## src/rtl/move_gen_pkg.sv

```systemverilog
// Shared types and constants for the labyrinth movement-pulse generator.
package move_gen_pkg;

  typedef enum logic [1:0] {
    ST_IDLE,
    ST_SAMPLE,
    ST_ACCUM,
    ST_EMIT
  } state_e;

  localparam int unsigned RIGHT = 3;
  localparam int unsigned LEFT  = 2;
  localparam int unsigned DOWN  = 1;
  localparam int unsigned UP    = 0;

  localparam int unsigned ACCEL_CENTER = 256;
  localparam int unsigned SPEED_MAX    = 63;
  localparam int unsigned FRAC_BITS    = 4;

  localparam int unsigned ACCEL_W = 9;
  localparam int unsigned DIR_W   = 4;
  localparam int unsigned TILT_W  = 10;
  localparam int unsigned SPEED_W = 6;
  localparam int unsigned SUM_W   = 7;
  localparam int unsigned PEND_W  = 3;

endpackage

```

## src/rtl/move_gen_if.sv

```systemverilog
// Input/output bundle between the control sources and move_gen.
interface move_gen_if;
  import move_gen_pkg::*;

  logic [DIR_W-1:0]   btn;
  logic [ACCEL_W-1:0] accel_x;
  logic [ACCEL_W-1:0] accel_y;
  logic               freeze;
  logic [DIR_W-1:0]   movement;
  logic               frame_tick;
  logic               busy;

  modport master (
    output btn, accel_x, accel_y, freeze,
    input  movement, frame_tick, busy
  );

  modport slave (
    input  btn, accel_x, accel_y, freeze,
    output movement, frame_tick, busy
  );

endinterface

```

## src/rtl/move_gen_axis_stepper.sv

```systemverilog
// One axis: speed selection (buttons over tilt), fractional accumulator and pending pulse count.
// The tilt path exists only when MOVE_GEN_ACCEL_EN is defined.
module axis_stepper
  import move_gen_pkg::*;
#(
  parameter int unsigned DEADZONE   = 16,
  parameter int unsigned GAIN_SHIFT = 1,
  parameter int unsigned BTN_SPEED  = 16
) (
  input  logic               clk,
  input  logic               reset,
  input  logic               i_pos,
  input  logic               i_neg,
  input  logic [ACCEL_W-1:0] i_accel,
  input  logic               i_freeze,
  input  logic               i_load,
  input  logic               i_issue,
  output logic [1:0]         o_req_c,
  output logic               o_idle_c
);

  logic [FRAC_BITS-1:0] r_frac;
  logic                 r_dir;
  logic [PEND_W-1:0]    r_pend;

  logic [SPEED_W-1:0]   w_tilt_speed;
  logic                 w_tilt_neg;
  logic [SPEED_W-1:0]   w_speed;
  logic                 w_dir;
  logic [FRAC_BITS-1:0] w_frac_base;
  logic [SUM_W-1:0]     w_sum;
  logic [PEND_W-1:0]    w_pend_calc;

`ifdef MOVE_GEN_ACCEL_EN
  logic [TILT_W-1:0] w_tilt;
  logic [TILT_W-1:0] w_mag;
  logic [TILT_W-1:0] w_excess;

  // Offset-binary tilt to magnitude/sign, then deadzone, gain and clamp
  always_comb begin
    w_tilt       = TILT_W'(i_accel) - TILT_W'(ACCEL_CENTER);
    w_tilt_neg   = w_tilt[TILT_W-1];
    w_mag        = w_tilt_neg ? (~w_tilt + TILT_W'(1)) : w_tilt;
    w_excess     = (w_mag - TILT_W'(DEADZONE)) >> GAIN_SHIFT;
    w_tilt_speed = '0;
    if (w_mag <= TILT_W'(DEADZONE))
      w_tilt_speed = '0;
    else if (w_excess > TILT_W'(SPEED_MAX))
      w_tilt_speed = SPEED_W'(SPEED_MAX);
    else
      w_tilt_speed = SPEED_W'(w_excess);
  end
`else
  logic w_unused_tilt;
  assign w_unused_tilt = ^{i_accel, 8'(DEADZONE), 8'(GAIN_SHIFT)};
  assign w_tilt_speed  = '0;
  assign w_tilt_neg    = 1'b0;
`endif

  // A single held button overrides tilt; both held cancel the axis
  always_comb begin
    w_speed = w_tilt_speed;
    w_dir   = w_tilt_neg;
    if (i_pos ^ i_neg) begin
      w_speed = SPEED_W'(BTN_SPEED);
      w_dir   = i_neg;
    end else if (i_pos & i_neg) begin
      w_speed = '0;
      w_dir   = r_dir;
    end
    w_frac_base = ((w_speed != '0) && (w_dir != r_dir)) ? '0 : r_frac;
    w_sum       = SUM_W'(w_frac_base) + SUM_W'(w_speed);
    w_pend_calc = i_freeze ? '0 : w_sum[SUM_W-1:FRAC_BITS];
    o_idle_c    = (r_pend == '0);
    o_req_c     = 2'b00;
    if (i_load && (w_pend_calc != '0))
      o_req_c = w_dir ? 2'b01 : 2'b10;
    else if (i_issue && (r_pend != '0))
      o_req_c = r_dir ? 2'b01 : 2'b10;
  end

  // The first pulse leaves during the load cycle, so it is not kept as pending
  always_ff @(posedge clk or negedge reset) begin
    if (!reset) begin
      r_frac <= '0;
      r_dir  <= 1'b0;
      r_pend <= '0;
    end else if (i_load) begin
      if (i_freeze) begin
        r_frac <= '0;
        r_pend <= '0;
      end else begin
        r_frac <= w_sum[FRAC_BITS-1:0];
        if (w_speed != '0)
          r_dir <= w_dir;
        r_pend <= (w_pend_calc != '0) ? (w_pend_calc - PEND_W'(1)) : '0;
      end
    end else if (i_issue && (r_pend != '0)) begin
      r_pend <= r_pend - PEND_W'(1);
    end
  end

endmodule

```

## src/rtl/move_gen.sv

```systemverilog
// Frame-rate movement-pulse generator: frame counter, sequencing FSM and output registers.
// Optional tilt input path enabled by MOVE_GEN_ACCEL_EN.
module move_gen
  import move_gen_pkg::*;
#(
  parameter int unsigned CLK_HZ     = 100_000_000,
  parameter int unsigned FRAME_HZ   = 60,
  parameter int unsigned DEADZONE   = 16,
  parameter int unsigned GAIN_SHIFT = 1,
  parameter int unsigned BTN_SPEED  = 16
) (
  input logic       clk,
  input logic       reset,
  move_gen_if.slave bus
);

  localparam int unsigned P     = CLK_HZ / FRAME_HZ;
  localparam int unsigned CNT_W = $clog2(P);

  state_e             r_state;
  state_e             w_next;
  logic [CNT_W-1:0]   r_cnt;
  logic               r_tick;
  logic               r_busy;
  logic               r_phase;
  logic [DIR_W-1:0]   r_movement;
  logic [DIR_W-1:0]   r_btn;
  logic [ACCEL_W-1:0] r_ax;
  logic [ACCEL_W-1:0] r_ay;
  logic               r_frz;

  logic w_sample;
  logic w_load;
  logic w_issue;
  logic [1:0] w_x_req;
  logic [1:0] w_y_req;
  logic w_x_idle;
  logic w_y_idle;

  axis_stepper #(.DEADZONE(DEADZONE), .GAIN_SHIFT(GAIN_SHIFT), .BTN_SPEED(BTN_SPEED)) u_axis_x (
    .clk      (clk),
    .reset    (reset),
    .i_pos    (r_btn[RIGHT]),
    .i_neg    (r_btn[LEFT]),
    .i_accel  (r_ax),
    .i_freeze (r_frz),
    .i_load   (w_load),
    .i_issue  (w_issue),
    .o_req_c  (w_x_req),
    .o_idle_c (w_x_idle)
  );

  axis_stepper #(.DEADZONE(DEADZONE), .GAIN_SHIFT(GAIN_SHIFT), .BTN_SPEED(BTN_SPEED)) u_axis_y (
    .clk      (clk),
    .reset    (reset),
    .i_pos    (r_btn[DOWN]),
    .i_neg    (r_btn[UP]),
    .i_accel  (r_ay),
    .i_freeze (r_frz),
    .i_load   (w_load),
    .i_issue  (w_issue),
    .o_req_c  (w_y_req),
    .o_idle_c (w_y_idle)
  );

  // Next-state and per-state strobes; pulses go out on every other EMIT cycle
  always_comb begin
    w_next   = r_state;
    w_sample = 1'b0;
    w_load   = 1'b0;
    w_issue  = 1'b0;
    unique case (r_state)
      ST_IDLE:   if (r_tick) w_next = ST_SAMPLE;
      ST_SAMPLE: begin
        w_sample = 1'b1;
        w_next   = ST_ACCUM;
      end
      ST_ACCUM: begin
        w_load = 1'b1;
        w_next = ST_EMIT;
      end
      ST_EMIT: begin
        w_issue = r_phase;
        if (w_x_idle && w_y_idle) w_next = ST_IDLE;
      end
      default: w_next = ST_IDLE;
    endcase
  end

  always_ff @(posedge clk or negedge reset) begin
    if (!reset) begin
      r_state    <= ST_IDLE;
      r_cnt      <= '0;
      r_tick     <= 1'b0;
      r_busy     <= 1'b0;
      r_phase    <= 1'b0;
      r_movement <= '0;
      r_btn      <= '0;
      r_ax       <= ACCEL_W'(ACCEL_CENTER);
      r_ay       <= ACCEL_W'(ACCEL_CENTER);
      r_frz      <= 1'b0;
    end else begin
      r_state <= w_next;
      r_cnt   <= (r_cnt == CNT_W'(P - 1)) ? '0 : r_cnt + CNT_W'(1);
      r_tick  <= (r_cnt == CNT_W'(P - 2));
      r_busy  <= (w_next != ST_IDLE);
      r_phase <= w_load ? 1'b0 : ((r_state == ST_EMIT) ? ~r_phase : r_phase);
      r_movement[RIGHT] <= w_x_req[1];
      r_movement[LEFT]  <= w_x_req[0];
      r_movement[DOWN]  <= w_y_req[1];
      r_movement[UP]    <= w_y_req[0];
      if (w_sample) begin
        r_btn <= bus.btn;
        r_ax  <= bus.accel_x;
        r_ay  <= bus.accel_y;
        r_frz <= bus.freeze;
      end
    end
  end

  assign bus.movement   = r_movement;
  assign bus.frame_tick = r_tick;
  assign bus.busy       = r_busy;

endmodule

```

## src/flat_wrapper.sv

```systemverilog
// flat-port wrapper written by rule: the top's interface ports become plain ports
module move_gen_flat import move_gen_pkg::*;
#(
  parameter int unsigned CLK_HZ     = 100_000_000,
  parameter int unsigned FRAME_HZ   = 60,
  parameter int unsigned DEADZONE   = 16,
  parameter int unsigned GAIN_SHIFT = 1,
  parameter int unsigned BTN_SPEED  = 16
)
  (clk, reset, bus_btn, bus_accel_x, bus_accel_y, bus_freeze, bus_movement, bus_frame_tick, bus_busy);
  move_gen_if bus_i ();
  input logic clk;
  input logic reset;
  input wire logic [$bits(bus_i.btn)-1:0] bus_btn;
  input wire logic [$bits(bus_i.accel_x)-1:0] bus_accel_x;
  input wire logic [$bits(bus_i.accel_y)-1:0] bus_accel_y;
  input wire logic [$bits(bus_i.freeze)-1:0] bus_freeze;
  output wire logic [$bits(bus_i.movement)-1:0] bus_movement;
  output wire logic [$bits(bus_i.frame_tick)-1:0] bus_frame_tick;
  output wire logic [$bits(bus_i.busy)-1:0] bus_busy;
  assign bus_i.btn = bus_btn;
  assign bus_i.accel_x = bus_accel_x;
  assign bus_i.accel_y = bus_accel_y;
  assign bus_i.freeze = bus_freeze;
  assign bus_movement = bus_i.movement;
  assign bus_frame_tick = bus_i.frame_tick;
  assign bus_busy = bus_i.busy;
  move_gen #(.CLK_HZ(CLK_HZ), .FRAME_HZ(FRAME_HZ), .DEADZONE(DEADZONE), .GAIN_SHIFT(GAIN_SHIFT), .BTN_SPEED(BTN_SPEED)) u_core (.clk(clk), .reset(reset), .bus(bus_i));
endmodule
```

## config.mk

```make
export PLATFORM = sky130hd
export DESIGN_NAME = move_gen_flat
export DESIGN_NICKNAME = d
export VERILOG_FILES = /design/src/rtl/move_gen_pkg.sv /design/src/rtl/move_gen_if.sv /design/src/rtl/move_gen_axis_stepper.sv /design/src/rtl/move_gen.sv /design/src/flat_wrapper.sv
export SDC_FILE = /design/constraint.sdc
export NUM_CORES = 1
export LEC_CHECK = 0
export BUFFER_PORTS_ARGS = -buffer_cell sky130_fd_sc_hd__buf_2
export CAP_MARGIN = 20
export CORE_ASPECT_RATIO = 1.1
export CORE_MARGIN = 1
export CORE_UTILIZATION = 31
export CTS_CLUSTER_DIAMETER = 50
export DETAILED_ROUTE_END_ITERATION = 8
export GPL_ROUTABILITY_DRIVEN = 0
export PLACE_DENSITY = 0.52
export SLEW_MARGIN = 5
export SYNTH_ARGS = -nofsm -noshare
export SYNTH_HDL_FRONTEND = slang
export SYNTH_SLANG_ARGS = --single-unit
```

## constraint.sdc

```tcl
create_clock -name clk -period 1.6 [get_ports clk]
set_clock_uncertainty 0.1 [all_clocks]
set_input_delay 0.32 -clock clk [delete_from_list [all_inputs] [get_ports clk]]
set_output_delay 0.32 -clock clk [all_outputs]
set_load 0.01 [all_outputs]
```

==> reports/metrics.yaml <==
worstMarginPinSlew_ns: 0.324
clk_latency_ns: 0.29
num_vias: 1442
ios: 31
fp-row-count: 30
fin_crit_ns: 1.63
clock-sinks: 43
yosys.area_share.xor_xnor_pct: 7.21
synth-adder-area-share_pct: 5.45
tns_ns: -0.0813
numCtsBuffers: 5
final_common_cell: "dfrtp_1"
crit_path_frequent_cell: "buf_4"
post_drt_wl_per_cell_um: 12.3
cts_buffer_depth: 2
syn_area_per_cell_um2: 10.9
track_usage_pct: 12.8
ys_types: 36
drt-initial-drc-count: 70
synth_cells: 189
initial_core_util_pct: 32.8
synth_area_um2: 2070
grt_overflow: 0
grt_pass1_vias: 1458
synth_simple_gate_area_share_pct: 24.7
final_cell_mix: "43 x dfrtp_1, 19 x buf_4, 16 x nor2_1"
pwr_density_cell_nw_per_um2: 724
yosys_warnings: 0
io_buffer_count: 12
design_area_um2: 2520
syn_to_final_growth_pct: 22.1
start_kind: "register"
worstHoldPathType: "input pin to register"
syn-num-nets: 223
slowest_delay_ns: 0.38
htreeDepth: 2
worst_setup_path_end_kind: "register"
placed_area_um2: 2370
setup_viol: 11
setup_ws_ns: -0.0278
ant_nets: 0
antenna_found_initial: 0
firstDrtPassIters: 4
r2r_slack_ns: -0.03
cts_tree: "yes"
crit_family: "simple AND/OR/NAND/NOR gates"
synth_top_family_by_area: "simple AND/OR/NAND/NOR gates"
dieArea_um2: 6990
clk_pin_slew_ns: 0.08
path_cells: "buf_4 -> buf_4 -> and4_1 -> nand3_1 -> or3_1 -> a21oi_2"
via_per_inst: 4.70
yosys-mux-area-fraction_pct: 3.69
crit_arrival_ns: 1.76
dieWidth_um: 79.8
n_fill_cell: 642
grt_max_degree: 44
outcome: "finished with violations"
nets: 261
drive_gt1_share_pct: 28.2
die_y_um: 87.6
critPathBufInv: 2
diodes: 0
cts_root_buf: "clkbuf_8"
register_area_um2: 1080
core_um2: 6310
hold_viol: 0
slew_viol_final: 0
drv_cap: 0
period_share_pct: 102
slowest_stage: "or3_1"
hpwlAfterDp_mm: 2.70
fmax_mhz: 614
synth-compound-area-share_pct: 3.76
drc: 0
routed_wl_mm: 3.77
slew_headroom_pct: 78.2
peakVddDrop_mv: 0.359
path_max_fanout: 4
path_class: "register to register"
ys_ff_latch: 43
violations: "negative setup slack"
rsz0062_at_grt: "yes"
synth-seq-area-share_pct: 52.1
grt_first_pass_wirelength_mm: 6.79
multi_input_area_um2: 966
leakage_nw: 1.19
required_ns: 1.73
[area by class of cell]
cell class                 count  area share [%]
clock inverter                 1           0.198
tap                           80            3.97
inverter                      10            1.49
multi-input combinational    132            38.3
timing repair buffer          35            10.1
clock buffer                   6            3.27
sequential                    43            42.7
[registers in the layout, summed over array words and instances, names as in the netlist]
name,flops
u_core.u_axis_x.r_pend,3
u_core.bus.movement,4
u_core.bus.busy,1
u_core.r_cnt,21
u_core.u_axis_x.r_dir,1
u_core.r_btn,4
u_core.bus.frame_tick,1
u_core.r_phase,1
u_core.u_axis_y.r_pend,3
u_core.r_state,2
u_core.r_frz,1
u_core.u_axis_y.r_dir,1
[power by group]
part           total, mW  switching [mW]  leakage (nW)  internal, mW
combinational     0.0344          0.0226         0.554        0.0119
clock              0.707           0.368        0.0470         0.339
sequential          1.09               0         0.587          1.09
total               1.83           0.391          1.19          1.44
[metal layers]
metal	track usage, %	part of all wire (%)	vias to the layer above
li1	-	-	731
met1	16.3	47	684
met2	21.0	48	20
met3	3.13	2.7	7
met4	4.87	1.7	0
met5	0	0	-
[cells by family (layout without fill, tap and decap cells)]
family,count (synthesis),count (layout)
buf+inv,14,52
simple gates,84,84
fa+ha+maj,9,9
mux,7,7
compound gates,15,15
xor+xnor,17,17
flops,43,43
[what timing repair did]
action                                  4_1_cts  5_1_grt
hold buffers                                  1        0
hold endpoints to repair                     43        0
resized for setup                             3        8
pin swaps                                     0        2
setup buffers                                 0        1
endpoints found under the setup margin       14       18
[per-stage QoR]
stage               hold WS, ns  util, %  total power, mW  instances  setup slack, ns
floorplan               -0.0756        -             1.11        189           0.0269
finish                    0.152     40.0             1.83        307          -0.0278
global route              0.144     40.0             1.90        307           -0.182
detailed placement        0.215     37.6             1.14        298          -0.0780
CTS                       0.144     39.3             1.86        306          -0.0400
global placement          0.217     37.6             1.14        298          -0.0410
[worst paths after layout]
path                                  startpoint                     end  cells past startpoint
hold / removal                        bus_btn[3]         u_core.r_btn[3]                      2
max in group asynchronous                  reset         u_core.r_cnt[9]                      3
min in group asynchronous                  reset  u_core.bus.movement[2]                      3
setup reg to reg                u_core.r_cnt[15]        u_core.r_cnt[20]                      6
hold reg to reg            u_core.u_axis_x.r_dir  u_core.bus.movement[3]                      1
setup / recovery                u_core.r_cnt[15]        u_core.r_cnt[20]                      6
[cells in the mapped netlist]
master    number  area [um2]
nor4_4         1        21.3
nor4b_1        1        8.76
nand4_1        6        37.5
or3_1          2        12.5
nor3_1         4        20.0
nand4_4        2        42.5
xnor2_1       13         114
or2_2          1        6.26
nand3b_1       1        7.51
nor2b_1        2        12.5
nand3_1       17        85.1
buf_4          1        7.51
nand4b_1       2        17.5
mux2_2         5        56.3
and4_4         1        11.3
buf_6          1        11.3
ha_1           9         113
nand2b_1       3        18.8
dfrtp_1       43        1080
nand2_1       12        45.0
and4_1         1        8.76
nor3_2         1        10.0
xor2_1         4        35.0
nor3b_1        1        7.51
and3_2         2        15.0
and3_1         2        12.5
o22ai_1        2        12.5
and2_1         1        6.26
nor2_1        16        60.1
a21oi_1        4        20.0
inv_1         10        37.5
o21ai_0        9        45.0
nor4_1         3        18.8
mux2i_1        2        20.0
and4bb_2       2        25.0
clkbuf_1       2        7.51
(Power assumes the default switching activity.)
